[src/rtl/isp_pkg.sv]
// isp_pkg: protocol bytes and FSM states shared by the ISP loader.
package isp_pkg;
  localparam logic [7:0] CMD_WRITE = 8'h57;
  localparam logic [7:0] CMD_HOLD  = 8'h48;
  localparam logic [7:0] CMD_GO    = 8'h47;
  localparam logic [7:0] RSP_ACK   = 8'h06;
  localparam logic [7:0] RSP_NAK   = 8'h15;
  typedef enum logic [2:0] {IDLE, ADDR, DATA, MEM, RESP} isp_state_t;
endpackage

[src/rtl/isp_loader_ctrl_if.sv]
// isp_loader_ctrl_if: UART byte stream and memory write port of the ISP loader.
interface isp_loader_ctrl_if;
  logic        rx_valid;
  logic [7:0]  rx_data;
  logic        tx_valid;
  logic [7:0]  tx_data;
  logic        tx_ready;
  logic        mem_req;
  logic [31:0] mem_addr;
  logic [31:0] mem_wdata;
  logic [3:0]  mem_be;
  logic        mem_gnt;
  modport master (
    input  rx_valid, rx_data, tx_ready, mem_gnt,
    output tx_valid, tx_data, mem_req, mem_addr, mem_wdata, mem_be
  );
  modport slave (
    output rx_valid, rx_data, tx_ready, mem_gnt,
    input  tx_valid, tx_data, mem_req, mem_addr, mem_wdata, mem_be
  );
endinterface

[src/rtl/isp_byte_shifter.sv]
// isp_byte_shifter: assembles 4 bytes little-endian; done flags the 4th byte.
module isp_byte_shifter (
  input  logic        clk,
  input  logic        rst_n,
  input  logic        clr,
  input  logic        en,
  input  logic [7:0]  din,
  output logic [31:0] word,
  output logic        done
);
  logic [31:0] word_q, word_d;
  logic [1:0]  idx_q, idx_d;
  always_comb begin
    word_d = en ? {din, word_q[31:8]} : word_q;
    idx_d  = clr ? 2'd0 : en ? idx_q + 2'd1 : idx_q;
  end
  always_ff @(posedge clk or negedge rst_n) begin
    if (!rst_n) begin
      word_q <= '0;
      idx_q  <= '0;
    end else begin
      word_q <= word_d;
      idx_q  <= idx_d;
    end
  end
  assign word = word_q;
  assign done = en && idx_q == 2'd3;
endmodule

[src/rtl/isp_loader_ctrl.sv]
// isp_loader_ctrl: parses UART ISP commands into memory word writes, controls CPU reset,
// and answers each command with ACK/NAK.
module isp_loader_ctrl
  import isp_pkg::*;
#(
  parameter int TIMEOUT_CYCLES = 1000000,
  parameter bit BOOT_HOLD      = 1'b1
) (
  input  logic                clk,
  input  logic                rst_n,
  isp_loader_ctrl_if.master   bus,
  output logic                cpu_rst_n,
  output logic                rx_drop
);
  localparam int CW = TIMEOUT_CYCLES > 1 ? $clog2(TIMEOUT_CYCLES) : 1;
  localparam logic [CW-1:0] CNT_MAX = CW'(TIMEOUT_CYCLES - 1);
  isp_state_t  state_q, state_d;
  logic [CW-1:0] cnt_q, cnt_d;
  logic        tx_valid_q, tx_valid_d, mem_req_q, mem_req_d;
  logic        cpu_rst_n_q, cpu_rst_n_d, rx_drop_q, rx_drop_d;
  logic [7:0]  tx_data_q, tx_data_d;
  logic        sh_clr, addr_en, data_en, addr_done, data_done;
  logic        is_write, is_hold, is_go, ack;
  logic [31:0] addr_word, data_word;
  isp_byte_shifter u_addr (
    .clk(clk), .rst_n(rst_n), .clr(sh_clr), .en(addr_en),
    .din(bus.rx_data), .word(addr_word), .done(addr_done)
  );
  isp_byte_shifter u_data (
    .clk(clk), .rst_n(rst_n), .clr(sh_clr), .en(data_en),
    .din(bus.rx_data), .word(data_word), .done(data_done)
  );
  always_ff @(posedge clk or negedge rst_n) begin
    if (!rst_n) begin
      state_q     <= IDLE;
      cnt_q       <= '0;
      tx_valid_q  <= 1'b0;
      tx_data_q   <= '0;
      mem_req_q   <= 1'b0;
      cpu_rst_n_q <= !BOOT_HOLD;
      rx_drop_q   <= 1'b0;
    end else begin
      state_q     <= state_d;
      cnt_q       <= cnt_d;
      tx_valid_q  <= tx_valid_d;
      tx_data_q   <= tx_data_d;
      mem_req_q   <= mem_req_d;
      cpu_rst_n_q <= cpu_rst_n_d;
      rx_drop_q   <= rx_drop_d;
    end
  end
  assign is_write = state_q == IDLE && bus.rx_valid && bus.rx_data == CMD_WRITE;
  assign is_hold  = state_q == IDLE && bus.rx_valid && bus.rx_data == CMD_HOLD;
  assign is_go    = state_q == IDLE && bus.rx_valid && bus.rx_data == CMD_GO;
  // A byte arriving on the expiry cycle wins over the timeout.
  always_comb begin
    state_d = state_q;
    cnt_d   = '0;
    case (state_q)
      IDLE: if (bus.rx_valid) state_d = is_write ? ADDR : RESP;
      ADDR, DATA:
        if (bus.rx_valid)
          state_d = state_q == ADDR ? (addr_done ? DATA : ADDR)
                  : !data_done ? DATA : addr_word[1:0] != 2'b00 ? RESP : MEM;
        else if (cnt_q == CNT_MAX) state_d = IDLE;
        else cnt_d = cnt_q + 1'b1;
      MEM:  if (bus.mem_gnt) state_d = RESP;
      RESP: if (bus.tx_ready) state_d = IDLE;
      default: state_d = IDLE;
    endcase
  end
  always_comb begin
    sh_clr      = is_write;
    addr_en     = state_q == ADDR && bus.rx_valid;
    data_en     = state_q == DATA && bus.rx_valid;
    ack         = state_q == MEM || is_hold || is_go;
    rx_drop_d   = bus.rx_valid && (state_q == MEM || state_q == RESP);
    mem_req_d   = state_d == MEM;
    tx_valid_d  = state_d == RESP;
    tx_data_d   = state_q != RESP && state_d == RESP ? (ack ? RSP_ACK : RSP_NAK) : tx_data_q;
    cpu_rst_n_d = is_hold ? 1'b0 : is_go ? 1'b1 : cpu_rst_n_q;
  end
  assign bus.tx_valid  = tx_valid_q;
  assign bus.tx_data   = tx_data_q;
  assign bus.mem_req   = mem_req_q;
  assign bus.mem_addr  = addr_word;
  assign bus.mem_wdata = data_word;
  assign bus.mem_be    = {4{mem_req_q}};
  assign cpu_rst_n     = cpu_rst_n_q;
  assign rx_drop       = rx_drop_q;
endmodule

[src/flat_wrapper.sv]
// flat-port wrapper written by rule: the top's interface ports become plain ports
module isp_loader_ctrl_flat import isp_pkg::*;
#(
  parameter int TIMEOUT_CYCLES = 1000000,
  parameter bit BOOT_HOLD      = 1'b1
)
  (clk, rst_n, cpu_rst_n, rx_drop, bus_rx_valid, bus_rx_data, bus_tx_ready, bus_mem_gnt, bus_tx_valid, bus_tx_data, bus_mem_req, bus_mem_addr, bus_mem_wdata, bus_mem_be);
  isp_loader_ctrl_if bus_i ();
  input  logic clk;
  input  logic rst_n;
  output logic cpu_rst_n;
  output logic rx_drop;
  input wire logic [$bits(bus_i.rx_valid)-1:0] bus_rx_valid;
  input wire logic [$bits(bus_i.rx_data)-1:0] bus_rx_data;
  input wire logic [$bits(bus_i.tx_ready)-1:0] bus_tx_ready;
  input wire logic [$bits(bus_i.mem_gnt)-1:0] bus_mem_gnt;
  output wire logic [$bits(bus_i.tx_valid)-1:0] bus_tx_valid;
  output wire logic [$bits(bus_i.tx_data)-1:0] bus_tx_data;
  output wire logic [$bits(bus_i.mem_req)-1:0] bus_mem_req;
  output wire logic [$bits(bus_i.mem_addr)-1:0] bus_mem_addr;
  output wire logic [$bits(bus_i.mem_wdata)-1:0] bus_mem_wdata;
  output wire logic [$bits(bus_i.mem_be)-1:0] bus_mem_be;
  assign bus_i.rx_valid = bus_rx_valid;
  assign bus_i.rx_data = bus_rx_data;
  assign bus_i.tx_ready = bus_tx_ready;
  assign bus_i.mem_gnt = bus_mem_gnt;
  assign bus_tx_valid = bus_i.tx_valid;
  assign bus_tx_data = bus_i.tx_data;
  assign bus_mem_req = bus_i.mem_req;
  assign bus_mem_addr = bus_i.mem_addr;
  assign bus_mem_wdata = bus_i.mem_wdata;
  assign bus_mem_be = bus_i.mem_be;
  isp_loader_ctrl #(.TIMEOUT_CYCLES(TIMEOUT_CYCLES), .BOOT_HOLD(BOOT_HOLD)) u_core (.clk(clk), .rst_n(rst_n), .bus(bus_i), .cpu_rst_n(cpu_rst_n), .rx_drop(rx_drop));
endmodule
[config.mk]
export PLATFORM = sky130hd
export DESIGN_NAME = isp_loader_ctrl_flat
export DESIGN_NICKNAME = d
export VERILOG_FILES = /design/src/rtl/isp_pkg.sv /design/src/rtl/isp_loader_ctrl_if.sv /design/src/rtl/isp_byte_shifter.sv /design/src/rtl/isp_loader_ctrl.sv /design/src/flat_wrapper.sv
export SDC_FILE = /design/constraint.sdc
export NUM_CORES = 1
export LEC_CHECK = 0
export CORE_UTILIZATION = 51
export CTS_CLUSTER_DIAMETER = 50
export CTS_CLUSTER_SIZE = 16
export DETAILED_ROUTE_END_ITERATION = 8
export PLACE_DENSITY = 0.81
export REMOVE_ABC_BUFFERS = 1
export SLEW_MARGIN = 25
export SYNTH_ARGS = -nofsm -noshare
export SYNTH_HDL_FRONTEND = slang
export SYNTH_HIERARCHICAL = 1
export SYNTH_SLANG_ARGS = --single-unit
[constraint.sdc]
create_clock -name clk -period 3.02 [get_ports clk]
set_clock_uncertainty 0.15 [all_clocks]
set_input_delay 0.755 -clock clk [delete_from_list [all_inputs] [get_ports clk]]
set_output_delay 0.755 -clock clk [all_outputs]
set_load 0.005 [all_outputs]
== After elaboration in Yosys (flattened, before gate mapping) ==
Index checks and enable logic that the tools add are counted.
Operators by class
  add/subtract/negate cells: 3
  eq/ne operators: 13
  multiplexer cells: 21
  reduce and logical (&&, ||, !) cells: 19
Operators with widths (number)
  20-bit 2-to-1 mux: 3
  3-bit 2-to-1 mux: 9
  8-bit by 7-bit == test with 1-bit output, second input constant: 3
  20-bit by 1-bit adder with 20-bit output, second input constant: 1
  20-bit == test, second input constant: 1
  3-bit one-hot mux with 4 select lines: 1
  1-bit logical AND: 10
  2-bit 2-to-1 mux: 5
  3-bit by 2-bit == test with 1-bit output, second input constant: 3
  2-bit nonzero test: 4
  3-bit == test, second input constant: 2
  5-bit 2-to-1 mux: 1
  2-bit by 1-bit adder with 2-bit output, second input constant: 2
  2-bit == test, second input constant: 2
  3-bit by 1-bit == test with 1-bit output, second input constant: 1
  3-bit zero test: 1
  1-bit logical OR: 3
  3-bit inequality test, second input constant: 1
  1-bit 2-to-1 mux: 2
  2-bit OR reduction: 1
Storage, ports and cells
  register bits after elaboration: 103
  input port bits: 13
  logic and storage cells: 67

== Longest topological paths before layout ==
  depth in word-level cells: 9
  depth in mapped cells: 9

== Cells and area by module ==
Netlist, hierarchy kept.
By module, submodules not included
  isp_byte_shifter: times used 2, cells each 76, area an instance 1428.9 µm², sequential area each 850.8 µm²
  isp_loader_ctrl: times used 1, cells each 181, area an instance 1700.4 µm², sequential area each 750.7 µm²

== Least setup slack after synthesis ==
Ideal clock, no wire load.
  path kind: input port to flip-flop
  start: in bus_rx_valid
  end: reg u_core.mem_req_q, in the netlist u_core/bus.mem_req
  data arrival time: 2.881 ns
  required time: 2.776 ns
  setup slack: -0.105 ns
  stages on the path: 9
  buffers on the path: 3
  path through: clkbuf_1 > nor4bb_1 > buf_6 > buf_12 > and2_1 > or3b_2 > a211oi_1 > nor2_1 > a211oi_1
Between the ends
  longest elaborated chain between the ends: 7
  elaborated cells between the ends (all ways): 14
  classes of those cells: eq/ne: 1; mux: 7; reduce/logical: 6
RTL lines
  from (decl): line flat_wrapper.sv:13  | input wire logic [$bits(bus_i.rx_valid)-1:0] bus_rx_valid;
  1-bit logical AND: line isp_loader_ctrl.sv:75  | data_en = state_q == DATA && bus.rx_valid;
  via u_core.data_en: line isp_loader_ctrl.sv:22  | logic sh_clr, addr_en, data_en, addr_done, data_done;
  1-bit logical AND: line isp_byte_shifter.sv:27  | assign done = en && idx_q == 2'd3;
  via u_core.data_done: line isp_loader_ctrl.sv:22
  3-bit 2-to-1 mux: line isp_loader_ctrl.sv:64  | : !data_done ? DATA : addr_word[1:0] != 2'b00 ? RESP : MEM;
  3-bit 2-to-1 mux: line isp_loader_ctrl.sv:63  | state_d = state_q == ADDR ? (addr_done ? DATA : ADDR)
  3-bit 2-to-1 mux: line isp_loader_ctrl.sv:62  | if (bus.rx_valid)
  3-bit one-hot mux with 4 select lines: line isp_loader_ctrl.sv:59  | case (state_q)
  3-bit by 2-bit == test with 1-bit output: line isp_loader_ctrl.sv:78  | mem_req_d = state_d == MEM;
  via u_core.mem_req_d: line isp_loader_ctrl.sv:19  | logic tx_valid_q, tx_valid_d, mem_req_q, mem_req_d;
  to (signal assigned): line isp_loader_ctrl.sv:47  | mem_req_q <= mem_req_d;
  to (decl): line isp_loader_ctrl.sv:19
The timed path passes the listed nets, and every way through them passes these cells.
A chain may end at the register's enable or synchronous reset.

== Final worst setup path ==
  start: in bus_rx_valid
  end: reg u_core.tx_data_q[0], in the netlist u_core/bus.tx_data[0]
Between the ends
  longest elaborated chain between the ends: 8
  elaborated cells between the ends (all ways): 20
  classes of those cells: eq/ne: 1; mux: 8; reduce/logical: 11
RTL lines
  1-bit logical AND (on tied branches): line isp_loader_ctrl.sv:75, isp_loader_ctrl.sv:74
  1-bit logical AND: line isp_byte_shifter.sv:27
  3-bit 2-to-1 mux / 2-bit 2-to-1 mux (equally long branches): line isp_loader_ctrl.sv:64, isp_loader_ctrl.sv:63
  3-bit 2-to-1 mux: line isp_loader_ctrl.sv:63
  3-bit 2-to-1 mux: line isp_loader_ctrl.sv:62
  3-bit one-hot mux with 4 select lines: line isp_loader_ctrl.sv:59
  3-bit == test: line isp_loader_ctrl.sv:80  | tx_data_d = state_q != RESP && state_d == RESP ? (ack ? RSP_ACK : RSP_NAK) : tx_data_q;
  1-bit logical AND: line isp_loader_ctrl.sv:80
  to (signal assigned): line isp_loader_ctrl.sv:46  | tx_data_q <= tx_data_d;
  to (decl): line isp_loader_ctrl.sv:21  | logic [7:0] tx_data_q, tx_data_d;
Several ways; a longest one is shown, not always the timed one.

==> impl_metrics.toml <==
[setup_path]
path_class = "in -> reg"
crit_arrival_ns = 2.84
worstSetupEndpointType = "flop"
critPathMaxFanout = 10
setup.worst_path.start_class = "primary input"
cp.required_ns = 3.13

[grt]
grt_max_degree = 43
grt_overflow_total = 0
grt_pass1_vias = 2859
grt_pass1_wl_um = 14200
antenna_found_initial = 0
track_usage_pct = 20.4

[synth]
ys_warn_count = 6
synth_seq_area_share_pct = 53.8
ys_seq_elements = 98
synth_edf_count = 0
synthArstFlopShare_pct = 100
synth.distinct_cells = 51
synth.avg_cell_area_um2 = 13.7
synth_area_um2 = 4560
synth-main-ff-cell = "dfrtp_1"
synthCells = 333

[routing]
ant_nets = 0
drc = 1
firstDrtPassIters = 6
avgViaCountPerCell = 5.43
num_vias = 2879
first_iter_violations = 125
finalWirelength_um = 8970
wl_per_cell_um = 16.9

[timing]
setup_tns_ns = 0
fmaxAchievable_ghz = 0.366
period_share_pct = 90.4
hold_ws_ns = 0.179
min_period_ns = 2.73
final_max_slew_viol_count = 0
grt_setup_unrepaired = "false"
slew_headroom_pct = 59.4
hold_violations = 0
finalSetupViolations = 0
worstMarginPinSlew_ns = 0.610

[layout]
regArea_um2 = 2450
layout-drive-gt1-share_pct = 22.7
diodes = 0
nNetsFinal = 433
multi_input_area_um2 = 1860
fillCellCount = 670
post-route-util_pct = 64.9
final_area_um2 = 5630
area_growth_pct = 23.6

[placed_design]
portBuffers = 88
place_hpwl_um = 6410
place_area_um2 = 5440
gp_congestion = 0.817

[cts]
h-tree-depth = 3
clk_path_buf_depth = 2
insertion_delay_ns = 0.37
cts_hold_buf = 0
clk_pin_slew_ns = 0.10
clock_sinks = 98
cts_resized = 0
post_cts_buffers = 0
cts_tree = "yes"
cts-root-buf = "clkbuf_8"
cts_made_buffers = 9

[power]
ir_worst_vdd_v = 0.000268
p_per_area_nw_per_um2 = 422
p_leak_nw = 2.43

[outcome]
status = "finished, violations left"
violations = "design-rule violations"

[floorplan]
die_area_um2 = 9320
die_y_um = 96.5
fp.dieW_um = 96.5
core-area_um2 = 8680
boundaryPins = 93
rows = 34
start_util_pct = 52.5

[hold_path]
hold_class = "in -> async"

[flow_run]
maxCapViolCount = 0
==> where the power goes <==
| group | internal (mW) | switching (mW) | leakage (nW) |
|---|---|---|---|
| Sequential | 1.34 | 0.0335 | 1.35 |
| Clock | 0.340 | 0.486 | 0.0998 |
| Combinational | 0.104 | 0.0757 | 0.984 |
==> cell families after synthesis <==
group | Yosys count | synth area share [%]
compound gates | 37 | 5.35
xor+xnor | 14 | 2.69
fa+ha+maj | 3 | 0.824
buf+inv | 35 | 6.29
flops | 98 | 53.8
mux | 66 | 20.7
other cells | 1 | 0.0823
simple gates | 79 | 10.3
==> layer usage <==
metal / vias to the layer above / share of wire (%) / global-route usage, %
met3: 13 / 4.6 / 4.46
met2: 67 / 49 / 33.2
li1: 1344 / - / -
met5: - / 0 / 0
met1: 1455 / 45 / 26.3
met4: 0 / 1.6 / 8.33
==> state kept, by name, summed over array words and instances (netlist names) <==
name,count
u_core/u_data/word,32
u_core/bus.tx_data,3
u_core/cnt_q,20
u_core/cpu_rst_n,1
u_core/bus.mem_req,1
u_core/bus.tx_valid,1
u_core/state_q,3
u_core/u_data/idx_q,2
u_core/u_addr/idx_q,2
u_core/rx_drop,1
u_core/u_addr/word,32
==> cell type report <==
type,count,area share [%]
Sequential cell,98,43.5
Tap cell,108,2.40
Clock buffer,10,2.44
Multi-Input combinational cell,203,33.0
Inverter,10,0.666
Clock inverter,6,0.977
Timing Repair Buffer,95,17.0
==> synth_stat cells, types with 3 or more instances <==
library cell | number | share of area [%]
dfrtp_1 | 98 | 54
mux2_4 | 54 | 18
nor2_1 | 20 | 1.6
buf_4 | 11 | 1.8
xnor2_1 | 11 | 2.1
inv_1 | 10 | 0.82
mux2_2 | 10 | 2.5
a21oi_1 | 8 | 0.88
nand3_1 | 8 | 0.88
o21ai_0 | 8 | 0.88
nand2_1 | 7 | 0.58
or4_1 | 7 | 1.2
buf_12 | 6 | 2.6
nor3_1 | 6 | 0.66
clkbuf_1 | 5 | 0.41
or3_1 | 5 | 0.69
a211oi_1 | 3 | 0.49
ha_1 | 3 | 0.82
nor4_1 | 3 | 0.41
o31ai_1 | 3 | 0.49
xor2_1 | 3 | 0.58
==> per-stage QoR <==
step	setup slack, ns	std cells	power (mW)
after floorplan	-4.47	311	1.44
after global routing	0.226	530	2.48
after detailed placement	-0.103	514	1.58
after global placement	0.0597	514	1.58
after CTS	0.311	530	2.41
final	0.291	530	2.38
==> critical path, stage by stage <==
cell and delay (ns):
clkdlybuf4s50_1 0.47, buf_4 0.16, or4b_1 0.55, nor4_1 0.44, a21boi_0 0.22, a22o_1 0.24
==> worst paths after layout <==
kind                                                    from                            endpoint  slack [ns]  cells after the start
min in group clk           u_core/bus.tx_data[2]$_DFFE_PN0P_   u_core/bus.tx_data[2]$_DFFE_PN0P_        0.34                      1
max reg2reg                      u_core/state_q[0]$_DFF_PN0_   u_core/bus.tx_data[0]$_DFFE_PN0P_        0.62                      4
max in group asynchronous                              rst_n  u_core/u_addr/word[24]$_DFFE_PN0P_        1.89                      2
min                                                    rst_n   u_core/u_addr/word[4]$_DFFE_PN0P_        0.18                      1
max                                             bus_rx_valid   u_core/bus.tx_data[0]$_DFFE_PN0P_        0.29                      6
min reg2reg                u_core/bus.tx_data[2]$_DFFE_PN0P_   u_core/bus.tx_data[2]$_DFFE_PN0P_        0.34                      1
==> cell usage in the layout (no fill, tap or decap), types with 10 or more instances in the layout <==
cell and n:
mux2_4 54, xnor2_1 11, clkdlybuf4s50_1 87, clkbuf_8 10
dfrtp_1 98, mux2_2 10, inv_1 10, nor2_1 20
Note: power is estimated with default switching activity, not from simulation.
==> edit, RTL diff (same flow settings) <==
`TIMEOUT_CYCLES` is set to 1000000 in 2 places; all go to 2000000.
--- a/src/rtl/isp_loader_ctrl.sv
+++ b/src/rtl/isp_loader_ctrl.sv
@@ -3,7 +3,7 @@
 module isp_loader_ctrl
   import isp_pkg::*;
 #(
-  parameter int TIMEOUT_CYCLES = 1000000,
+  parameter int TIMEOUT_CYCLES = 2000000,
   parameter bit BOOT_HOLD      = 1'b1
 ) (
   input  logic                clk,
--- a/src/flat_wrapper.sv
+++ b/src/flat_wrapper.sv
@@ -1,7 +1,7 @@
 // flat-port wrapper written by rule: the top's interface ports become plain ports
 module isp_loader_ctrl_flat import isp_pkg::*;
 #(
-  parameter int TIMEOUT_CYCLES = 1000000,
+  parameter int TIMEOUT_CYCLES = 2000000,
   parameter bit BOOT_HOLD      = 1'b1
 )
   (clk, rst_n, cpu_rst_n, rx_drop, bus_rx_valid, bus_rx_data, bus_tx_ready, bus_mem_gnt, bus_tx_valid, bus_tx_data, bus_mem_req, bus_mem_addr, bus_mem_wdata, bus_mem_be);
Check against the original RTL: same outputs for any inputs over 10 cycles, from zero or initial values and one cycle with rst_n low; that may be too few to reach the edited logic, so the function may still have changed.
==> edit against the unedited design <==
  * Wire length up 1.5%
  * Power is 6.7% higher
  * Count of clock-buffer cells in the layout up 1
  * Worst hold slack gained 7.1 ps
  * First-iteration DRC count is 40% higher
  * Setup slack better by 210 ps
  * Area after synthesis rose by 0.60%
  * Cell area grew 0.89%
  * Critical path depth down 1
  * Sequential cell count is 1 higher
  * Highest routed layer unchanged
==> edit: results (changes against the unedited design) <==
Run status -> complete, no violations
Vias in the first global route -> 3021 (+5.7%)
Internal reg-to-reg setup slack -> 700 ps (+80 ps)
Cell Area, Placed -> 0.00546 mm^2 (+0.41%)
Initial DRC count -> 175 (+40%)
Synth Area in XOR/XNOR -> 0.0267 (-0.000161)
Synth Area in Compound Gates -> 0.0458 (-0.00769)
Synth Instances -> 334 (+0.30%)
Final core utilization -> 0.652 (+0.00257)
Share of layout cells above drive strength 1 -> 0.237 (+0.00905)
Met2 Use GR -> 0.316 (-0.0158)
Leakage -> 0.00251 uW (+3.1%)
# fillers -> 648 (-3.3%)
Detail Route met3 WL -> 295 um (-29%)
Arrival @ worst endpoint -> 2620 ps (-220 ps)
Mux cell area share after synthesis -> 0.213 (+0.00558)
Main area contributors after synthesis -> dfrtp_1 54%, mux2_4 18%, mux2_2 2.7%
CP Capture Point -> u_core/cpu_rst_n$_DFFE_PN0P_
Metal-1 WL -> 4.16 mm (+2.4%)
DR pass1 iterations -> 4 (-2)
Worst r2r src -> u_core/cnt_q[0]$_DFF_PN0_
Tot GR Track Use -> 0.207 (+0.00335)
Distinct cells, synth -> 54 (+5.9%)
HPWL after DPL -> 6.37 mm (-0.69%)
DP Cell Count -> 519 (+0.97%)
Place WS -> 183 ps (+286 ps)
Largest net degree at the start of global routing -> 66 (+53%)
M1 GR Usage -> 0.292 (+0.0290)
VDD IR-drop max -> 306 uV (+14%)
Met3 Use GR -> 0.0376 (-0.00703)
R2R depth -> 5 (+1)
Hold slack -> 186 ps (+7.11 ps)
Synth top cells by count -> 99 x dfrtp_1, 54 x mux2_4, 25 x nor2_1
Critical Path Fanout Max -> 6 (-4)
-- edit: changes by cell type in the layout (fill, tap and decap cells not counted), moves of 4 or more --
cell	before	now
inv_1	10	5
nand4_1	2	6
nor2_1	20	24
o21ai_0	8	4
or4_1	7	3
-- edit: critical path, cell delays in order --
cell	delay (ps)
clkdlybuf4s50_1	560
or4b_1	540
or4_1	540
a21oi_1	170
nor2_1	50
-- edit: final cells by class --
class	instances	area (um^2)	share of cell area
Clock inverter	5	68.8	0.0121
Multi-Input combinational cell	210	1870	0.330
Tap cell	108	135	0.0238
Sequential cell	99	2480	0.436
Clock buffer	11	151	0.0266
Inverter	5	18.8	0.00330
Timing Repair Buffer	97	958	0.169
-- edit: power by group --
group | switching [uW] | internal (uW) | total, uW
combinational | 89.3 | 132 | 222
sequential | 35.0 | 1370 | 1400
clock | 477 | 441 | 919
-- edit: kinds of logic after synthesis --
family | Yosys count
compound gates | 31
xor+xnor | 14
mux | 69
buf+inv | 28
flops | 99
fa+ha+maj | 3
simple gates | 89
other cells | 1
